File: src/rtl/pc_sequencer_if.sv
// Handshake and bus bundle between the PC sequencer (master) and its surroundings:
// instruction memory, datapath and the PC block (slave).
interface pc_sequencer_if #(
  parameter int PC_W  = 12,
  parameter int OFF_W = 10
);
  logic             run;
  logic             imem_ack;
  logic             ex_done;
  logic             br_uncond;
  logic             br_cbz;
  logic             br_cbnz;
  logic             zero;
  logic             halt;
  logic [OFF_W-1:0] br_off;
  logic             imem_req;
  logic [PC_W-1:0]  imem_addr;
  logic             instr_valid;
  logic [PC_W-1:0]  new_inst;
  logic             pc_we;
  logic             busy;
  logic             fault;

  modport master (
    input  run, imem_ack, ex_done, br_uncond, br_cbz, br_cbnz, zero, halt, br_off,
    output imem_req, imem_addr, instr_valid, new_inst, pc_we, busy, fault
  );

  modport slave (
    output run, imem_ack, ex_done, br_uncond, br_cbz, br_cbnz, zero, halt, br_off,
    input  imem_req, imem_addr, instr_valid, new_inst, pc_we, busy, fault
  );
endinterface

File: src/rtl/pc_sequencer.sv
// Multi-cycle program counter sequencer: IDLE -> FETCH -> EXEC -> UPDATE.
// Optional macro PC_WRAP_TRAP_EN turns PC range overflow into a sticky fault instead of a silent wrap.
module pc_sequencer #(
  parameter int              PC_W      = 12,
  parameter int              OFF_W     = 10,
  parameter logic [PC_W-1:0] RESET_VEC = '0
) (
  input  logic           clk,
  input  logic           reset,
  pc_sequencer_if.master bus
);
  localparam logic [1:0] S_IDLE   = 2'd0;
  localparam logic [1:0] S_FETCH  = 2'd1;
  localparam logic [1:0] S_EXEC   = 2'd2;
  localparam logic [1:0] S_UPDATE = 2'd3;

  logic [1:0]      state_q, state_d;
  logic [PC_W-1:0] pc_q, pc_d;
  logic            halt_q, halt_d;
  logic            fault_q, fault_d;
  logic            imem_req_q, imem_req_d;
  logic            instr_valid_q, instr_valid_d;
  logic            pc_we_q, pc_we_d;
  logic            busy_q, busy_d;
  logic            taken_s;
  logic            wrap_s;
  logic [PC_W-1:0] next_pc_s;

  // Branch resolution: B beats CBZ beats CBNZ.
  always_comb begin
    taken_s = 1'b0;
    if (bus.br_uncond) begin
      taken_s = 1'b1;
    end else if (bus.br_cbz) begin
      taken_s = bus.zero;
    end else if (bus.br_cbnz) begin
      taken_s = !bus.zero;
    end else begin
      taken_s = 1'b0;
    end
  end

`ifdef PC_WRAP_TRAP_EN
  localparam int SW = ((OFF_W + 2 > PC_W) ? OFF_W + 2 : PC_W) + 2;
  logic signed [SW-1:0] step_w_s;
  logic signed [SW-1:0] sum_w_s;

  // Next-PC adder kept wide enough to see any excursion outside 0..2^PC_W-1.
  always_comb begin
    step_w_s = SW'(4'sd4);
    if (taken_s) begin
      step_w_s = SW'($signed(bus.br_off)) <<< 2'd2;
    end else begin
      step_w_s = SW'(4'sd4);
    end
    sum_w_s   = $signed(SW'(pc_q)) + step_w_s;
    next_pc_s = sum_w_s[PC_W-1:0];
    wrap_s    = sum_w_s[SW-1] || (|sum_w_s[SW-2:PC_W]);
  end
`else
  logic [PC_W-1:0] step_s;

  // Next-PC adder wrapping modulo 2^PC_W.
  always_comb begin
    step_s = PC_W'(3'd4);
    if (taken_s) begin
      step_s = PC_W'($signed(bus.br_off)) << 2'd2;
    end else begin
      step_s = PC_W'(3'd4);
    end
    next_pc_s = pc_q + step_s;
    wrap_s    = 1'b0;
  end
`endif

  // Sequencing FSM; the PC is committed on entry to UPDATE so it is visible with pc_we.
  always_comb begin
    state_d = state_q;
    pc_d    = pc_q;
    halt_d  = halt_q;
    fault_d = fault_q;
    case (state_q)
      S_IDLE: begin
        if (bus.run && !fault_q) begin
          state_d = S_FETCH;
        end else begin
          state_d = S_IDLE;
        end
      end
      S_FETCH: begin
        if (bus.imem_ack) begin
          state_d = S_EXEC;
        end else begin
          state_d = S_FETCH;
        end
      end
      S_EXEC: begin
        if (bus.ex_done && wrap_s) begin
          fault_d = 1'b1;
          state_d = S_IDLE;
        end else if (bus.ex_done) begin
          pc_d    = next_pc_s;
          halt_d  = bus.halt;
          state_d = S_UPDATE;
        end else begin
          state_d = S_EXEC;
        end
      end
      S_UPDATE: begin
        if (halt_q) begin
          state_d = S_IDLE;
        end else if (bus.run) begin
          state_d = S_FETCH;
        end else begin
          state_d = S_IDLE;
        end
      end
      default: begin
        state_d = S_IDLE;
      end
    endcase
  end

  // Outputs are registered, decoded from the state being entered.
  always_comb begin
    imem_req_d    = (state_d == S_FETCH);
    instr_valid_d = (state_q == S_FETCH) && (state_d == S_EXEC);
    pc_we_d       = (state_d == S_UPDATE);
    busy_d        = (state_d != S_IDLE);
  end

  // State and output registers with synchronous active-low reset.
  always_ff @(posedge clk) begin
    if (!reset) begin
      state_q       <= S_IDLE;
      pc_q          <= RESET_VEC;
      halt_q        <= 1'b0;
      fault_q       <= 1'b0;
      imem_req_q    <= 1'b0;
      instr_valid_q <= 1'b0;
      pc_we_q       <= 1'b0;
      busy_q        <= 1'b0;
    end else begin
      state_q       <= state_d;
      pc_q          <= pc_d;
      halt_q        <= halt_d;
      fault_q       <= fault_d;
      imem_req_q    <= imem_req_d;
      instr_valid_q <= instr_valid_d;
      pc_we_q       <= pc_we_d;
      busy_q        <= busy_d;
    end
  end

  assign bus.imem_req    = imem_req_q;
  assign bus.imem_addr   = pc_q;
  assign bus.instr_valid = instr_valid_q;
  assign bus.new_inst    = pc_q;
  assign bus.pc_we       = pc_we_q;
  assign bus.busy        = busy_q;
  assign bus.fault       = fault_q;
endmodule

File: src/flat_wrapper.sv
// flat-port wrapper written by rule: the top's interface ports become plain ports
module pc_sequencer_flat 
#(
  parameter int              PC_W      = 12,
  parameter int              OFF_W     = 10,
  parameter logic [PC_W-1:0] RESET_VEC = '0
)
  (clk, reset, bus_run, bus_imem_ack, bus_ex_done, bus_br_uncond, bus_br_cbz, bus_br_cbnz, bus_zero, bus_halt, bus_br_off, bus_imem_req, bus_imem_addr, bus_instr_valid, bus_new_inst, bus_pc_we, bus_busy, bus_fault);
  pc_sequencer_if #(.PC_W(PC_W), .OFF_W(OFF_W)) bus_i ();
  input  logic clk;
  input  logic reset;
  input wire logic [$bits(bus_i.run)-1:0] bus_run;
  input wire logic [$bits(bus_i.imem_ack)-1:0] bus_imem_ack;
  input wire logic [$bits(bus_i.ex_done)-1:0] bus_ex_done;
  input wire logic [$bits(bus_i.br_uncond)-1:0] bus_br_uncond;
  input wire logic [$bits(bus_i.br_cbz)-1:0] bus_br_cbz;
  input wire logic [$bits(bus_i.br_cbnz)-1:0] bus_br_cbnz;
  input wire logic [$bits(bus_i.zero)-1:0] bus_zero;
  input wire logic [$bits(bus_i.halt)-1:0] bus_halt;
  input wire logic [$bits(bus_i.br_off)-1:0] bus_br_off;
  output wire logic [$bits(bus_i.imem_req)-1:0] bus_imem_req;
  output wire logic [$bits(bus_i.imem_addr)-1:0] bus_imem_addr;
  output wire logic [$bits(bus_i.instr_valid)-1:0] bus_instr_valid;
  output wire logic [$bits(bus_i.new_inst)-1:0] bus_new_inst;
  output wire logic [$bits(bus_i.pc_we)-1:0] bus_pc_we;
  output wire logic [$bits(bus_i.busy)-1:0] bus_busy;
  output wire logic [$bits(bus_i.fault)-1:0] bus_fault;
  assign bus_i.run = bus_run;
  assign bus_i.imem_ack = bus_imem_ack;
  assign bus_i.ex_done = bus_ex_done;
  assign bus_i.br_uncond = bus_br_uncond;
  assign bus_i.br_cbz = bus_br_cbz;
  assign bus_i.br_cbnz = bus_br_cbnz;
  assign bus_i.zero = bus_zero;
  assign bus_i.halt = bus_halt;
  assign bus_i.br_off = bus_br_off;
  assign bus_imem_req = bus_i.imem_req;
  assign bus_imem_addr = bus_i.imem_addr;
  assign bus_instr_valid = bus_i.instr_valid;
  assign bus_new_inst = bus_i.new_inst;
  assign bus_pc_we = bus_i.pc_we;
  assign bus_busy = bus_i.busy;
  assign bus_fault = bus_i.fault;
  pc_sequencer #(.PC_W(PC_W), .OFF_W(OFF_W), .RESET_VEC(RESET_VEC)) u_core (.clk(clk), .reset(reset), .bus(bus_i));
endmodule
File: config.mk
export PLATFORM = sky130hd
export DESIGN_NAME = pc_sequencer_flat
export DESIGN_NICKNAME = d
export VERILOG_FILES = /design/src/rtl/pc_sequencer_if.sv /design/src/rtl/pc_sequencer.sv /design/src/flat_wrapper.sv
export SDC_FILE = /design/constraint.sdc
export NUM_CORES = 1
export LEC_CHECK = 0
export CORE_UTILIZATION = 46
export CTS_CLUSTER_SIZE = 28
export DETAILED_ROUTE_END_ITERATION = 7
export GPL_ROUTABILITY_DRIVEN = 1
export PLACE_DENSITY_LB_ADDON = 0.12
export SLEW_MARGIN = 20
export SYNTH_ARGS = -nofsm -noshare
export SYNTH_HDL_FRONTEND = slang
export SYNTH_SLANG_ARGS = --single-unit
File: constraint.sdc
create_clock -name clk -period 6.3 [get_ports clk]
set_input_delay 1.26 -clock clk [delete_from_list [all_inputs] [get_ports clk]]
set_output_delay 1.26 -clock clk [all_outputs]
set_load 0.01 [all_outputs]
==> impl_metrics.toml <==
[drt]
vias = 1068
routed_wl_microns = 2600
wl_per_cell_microns = 12.6
final_antenna_net_count = 0
drc_errors = 0
first_pass_iters = 4
drt-initial-drc-count = 13
vias_per_cell = 5.16

[critical_path]
required_ns = 6.50
crit_arrival_ns = 4.04
end_kind = "register"
cp-start-kind = "input pin"
path_class = "input pin to register"
path_max_fanout = 11

[layout]
fill_cells = 235
post-route-util_pct = 63.3
post-route-cell-area_sq_um = 1550
antennaDiodeCount = 0
finalNetCount = 208
final_layout_size_suffix_gt1_share_pct = 5.65
areaGrowthSynthToFinish_pct = 30.9
regArea_sq_um = 340
multi_input_area_sq_um = 688

[yosys]
synth.ff_latch_count = 17
synth_top_area_share_pct = 28.7
synth_area_per_cell_sq_um = 8.18
synthArstFlopShare_pct = 0
synth_area_leaders = "dfxtp_1 (29%), buf_4 (9.5%), ha_1 (9.5%)"
synth-seq-area-share_pct = 28.7
yosys.area.top_type = "dfxtp_1"
synth_most_common_cell = "nand2_1"
synth_warnings = 0
syn_area_sq_um = 1190
syn_inst = 145
synth_flop_cell = "dfxtp_1"
yosys.cell_types.count = 41
synth_edf_count = 0
synthTopCellsByCount = "nand2_1 (19), dfxtp_1 (17), buf_4 (15)"

[placement]
gp_congestion = 0.883
post_dp_cell_area_sq_um = 1520
portBuffers = 43
dp_hpwl_microns = 1970

[die]
die_y_microns = 52.8
ioPinCount = 49
coreArea_sq_um = 2450
start_util_pct = 48.3
die_w_microns = 52.8
rows = 18
dieArea_sq_um = 2790

[global_route]
grt_overflow = 0
grt_max_degree = 14
grt_first_pass_wirelength_microns = 4450
grt_usage_pct = 21.8
antenna_found_initial = 0
grt_pass1_vias = 992

[timing]
hold_violations = 0
tns_ns = 0
fin_crit_ns = 3.84
final.period_utilization_pct = 61.0
rsz0062_at_grt = "false"
fin_skew_ns = 0.00662
slew_headroom_pct = 55.6
setup_viol = 0
finalHoldWorstSlack_ns = 0.480
drv_slew = 0
tightest_slew_ns = 0.662
fmax_mhz = 260

[clock_tree]
cts_hold_buffers = 0
clock_latency_ns = 0.30
cts_resized = 0
cts_buffers = 3
clk_pin_slew_ns = 0.11
root_buffer = "clkbuf_4"
cts_tree = "yes"
clk_path_buf_depth = 2
cts_sinks = 17
h-tree-depth = 1
cts_setup_buffers = 0

[power_and_ir_drop]
pwr-share-clk_pct = 26.3
p_seq_share_pct = 49.7
power.total_uw = 233
p_leak_uw = 0.000673
power_density_nw_per_um2 = 150
power.share.switching_pct = 28.3
p_int_uw = 167
p_sw_uw = 65.9
p_comb_share_pct = 24.0
ir_drop_uv = 174

[outcome]
status = "finished clean"

[min_path]
hold_path_class = "register to register"

[job]
maxCapViolations = 0
-- placed cells by master (no fill, tap or decap), types with 2 or more instances in the layout --
cell | Yosys | final
clkdlybuf4s50_1 | 0 | 43
o21ai_0 | 2 | 2
o21ai_1 | 2 | 2
nor4_1 | 3 | 3
nand3_1 | 4 | 4
a31oi_1 | 3 | 3
a21o_1 | 3 | 3
xnor2_1 | 2 | 2
dfxtp_1 | 17 | 17
nand2b_1 | 3 | 3
conb_1 | 1 | 5
a21oi_1 | 14 | 14
mux2i_1 | 4 | 4
and2_1 | 9 | 9
nor2_1 | 4 | 4
xor2_1 | 2 | 2
clkbuf_4 | 0 | 3
ha_1 | 9 | 9
nand2_1 | 19 | 19
inv_1 | 7 | 7
-- final timing paths --
| path | startpoint | end | slack [ns] | depth (start not counted) |
|---|---|---|---|---|
| worst max-delay path | bus_br_cbz | u_core.bus.imem_addr[8] | 2.46 | 12 |
| worst min register to register | u_core.halt_q | u_core.halt_q | 0.48 | 2 |
| worst min-delay path | u_core.halt_q | u_core.halt_q | 0.48 | 2 |
| worst max register to register | u_core.bus.imem_addr[2] | u_core.bus.imem_addr[8] | 4.28 | 8 |
-- metal layers --
metal,vias to the layer above,global-route usage [%],routed length (microns)
met5,-,0,0
met4,0,5.70,34
met3,4,6.96,130
met2,33,38.2,1300
met1,489,25.0,1140
li1,542,-,-
-- cell type report --
type | instances | share of cell area [%]
clock buffers | 3 | 1.45
clock inverters | 1 | 0.483
inverters | 7 | 1.69
multi-input cells | 106 | 44.3
flip-flops and latches | 17 | 21.9
well taps | 30 | 2.42
repair buffers | 43 | 27.7
-- stage by stage --
step	setup WS [ns]	instances
2_1_floorplan	2.96	149
3_3_place_gp	2.27	203
3_5_place_dp	2.10	203
4_1_cts	2.41	207
5_1_grt	2.25	207
6_report	2.46	207
-- worst max-delay path, cell delays in order --
cell and delay [ns]:
clkdlybuf4s50_1 0.42, nand2b_1 0.14, o21ai_1 0.53, nand2b_1 0.12, ha_1 0.24, fa_1 0.41
a21o_1 0.18, a21oi_1 0.17, nor2_1 0.09, o21ai_2 0.13, nor4_1 0.06, a211o_1 0.28
-- cells by family after synthesis --
logic type,count (synthesis),share of synthesized area (%)
muxes,4,3.38
buffers and inverters,26,14.6
adders and majority gates,10,11.2
AOI/OAI and AO/OA,29,14.6
xor gates and xnor gates,4,2.95
other,1,0.316
and+or+nand+nor,54,24.4
DFF,17,28.7
-- power by group through the flow --
stage | sequential (uW) | combinational (uW) | clock (uW)
after floorplan | 119 | 32.9 | 0
after global placement | 118 | 54.2 | 0
after detailed placement | 118 | 55.7 | 0
after CTS | 116 | 56.1 | 63.4
after global routing | 116 | 62.1 | 69.4
final | 116 | 55.9 | 61.1
-- sequential cells by signal, summed over array words and instances (netlist names) --
register	flops
u_core.bus.imem_addr	10
u_core.state_q	2
u_core.bus.busy	1
u_core.bus.imem_req	1
u_core.bus.instr_valid	1
u_core.bus.pc_we	1
u_core.halt_q	1
No activity file was read; power rests on OpenSTA's default activity.
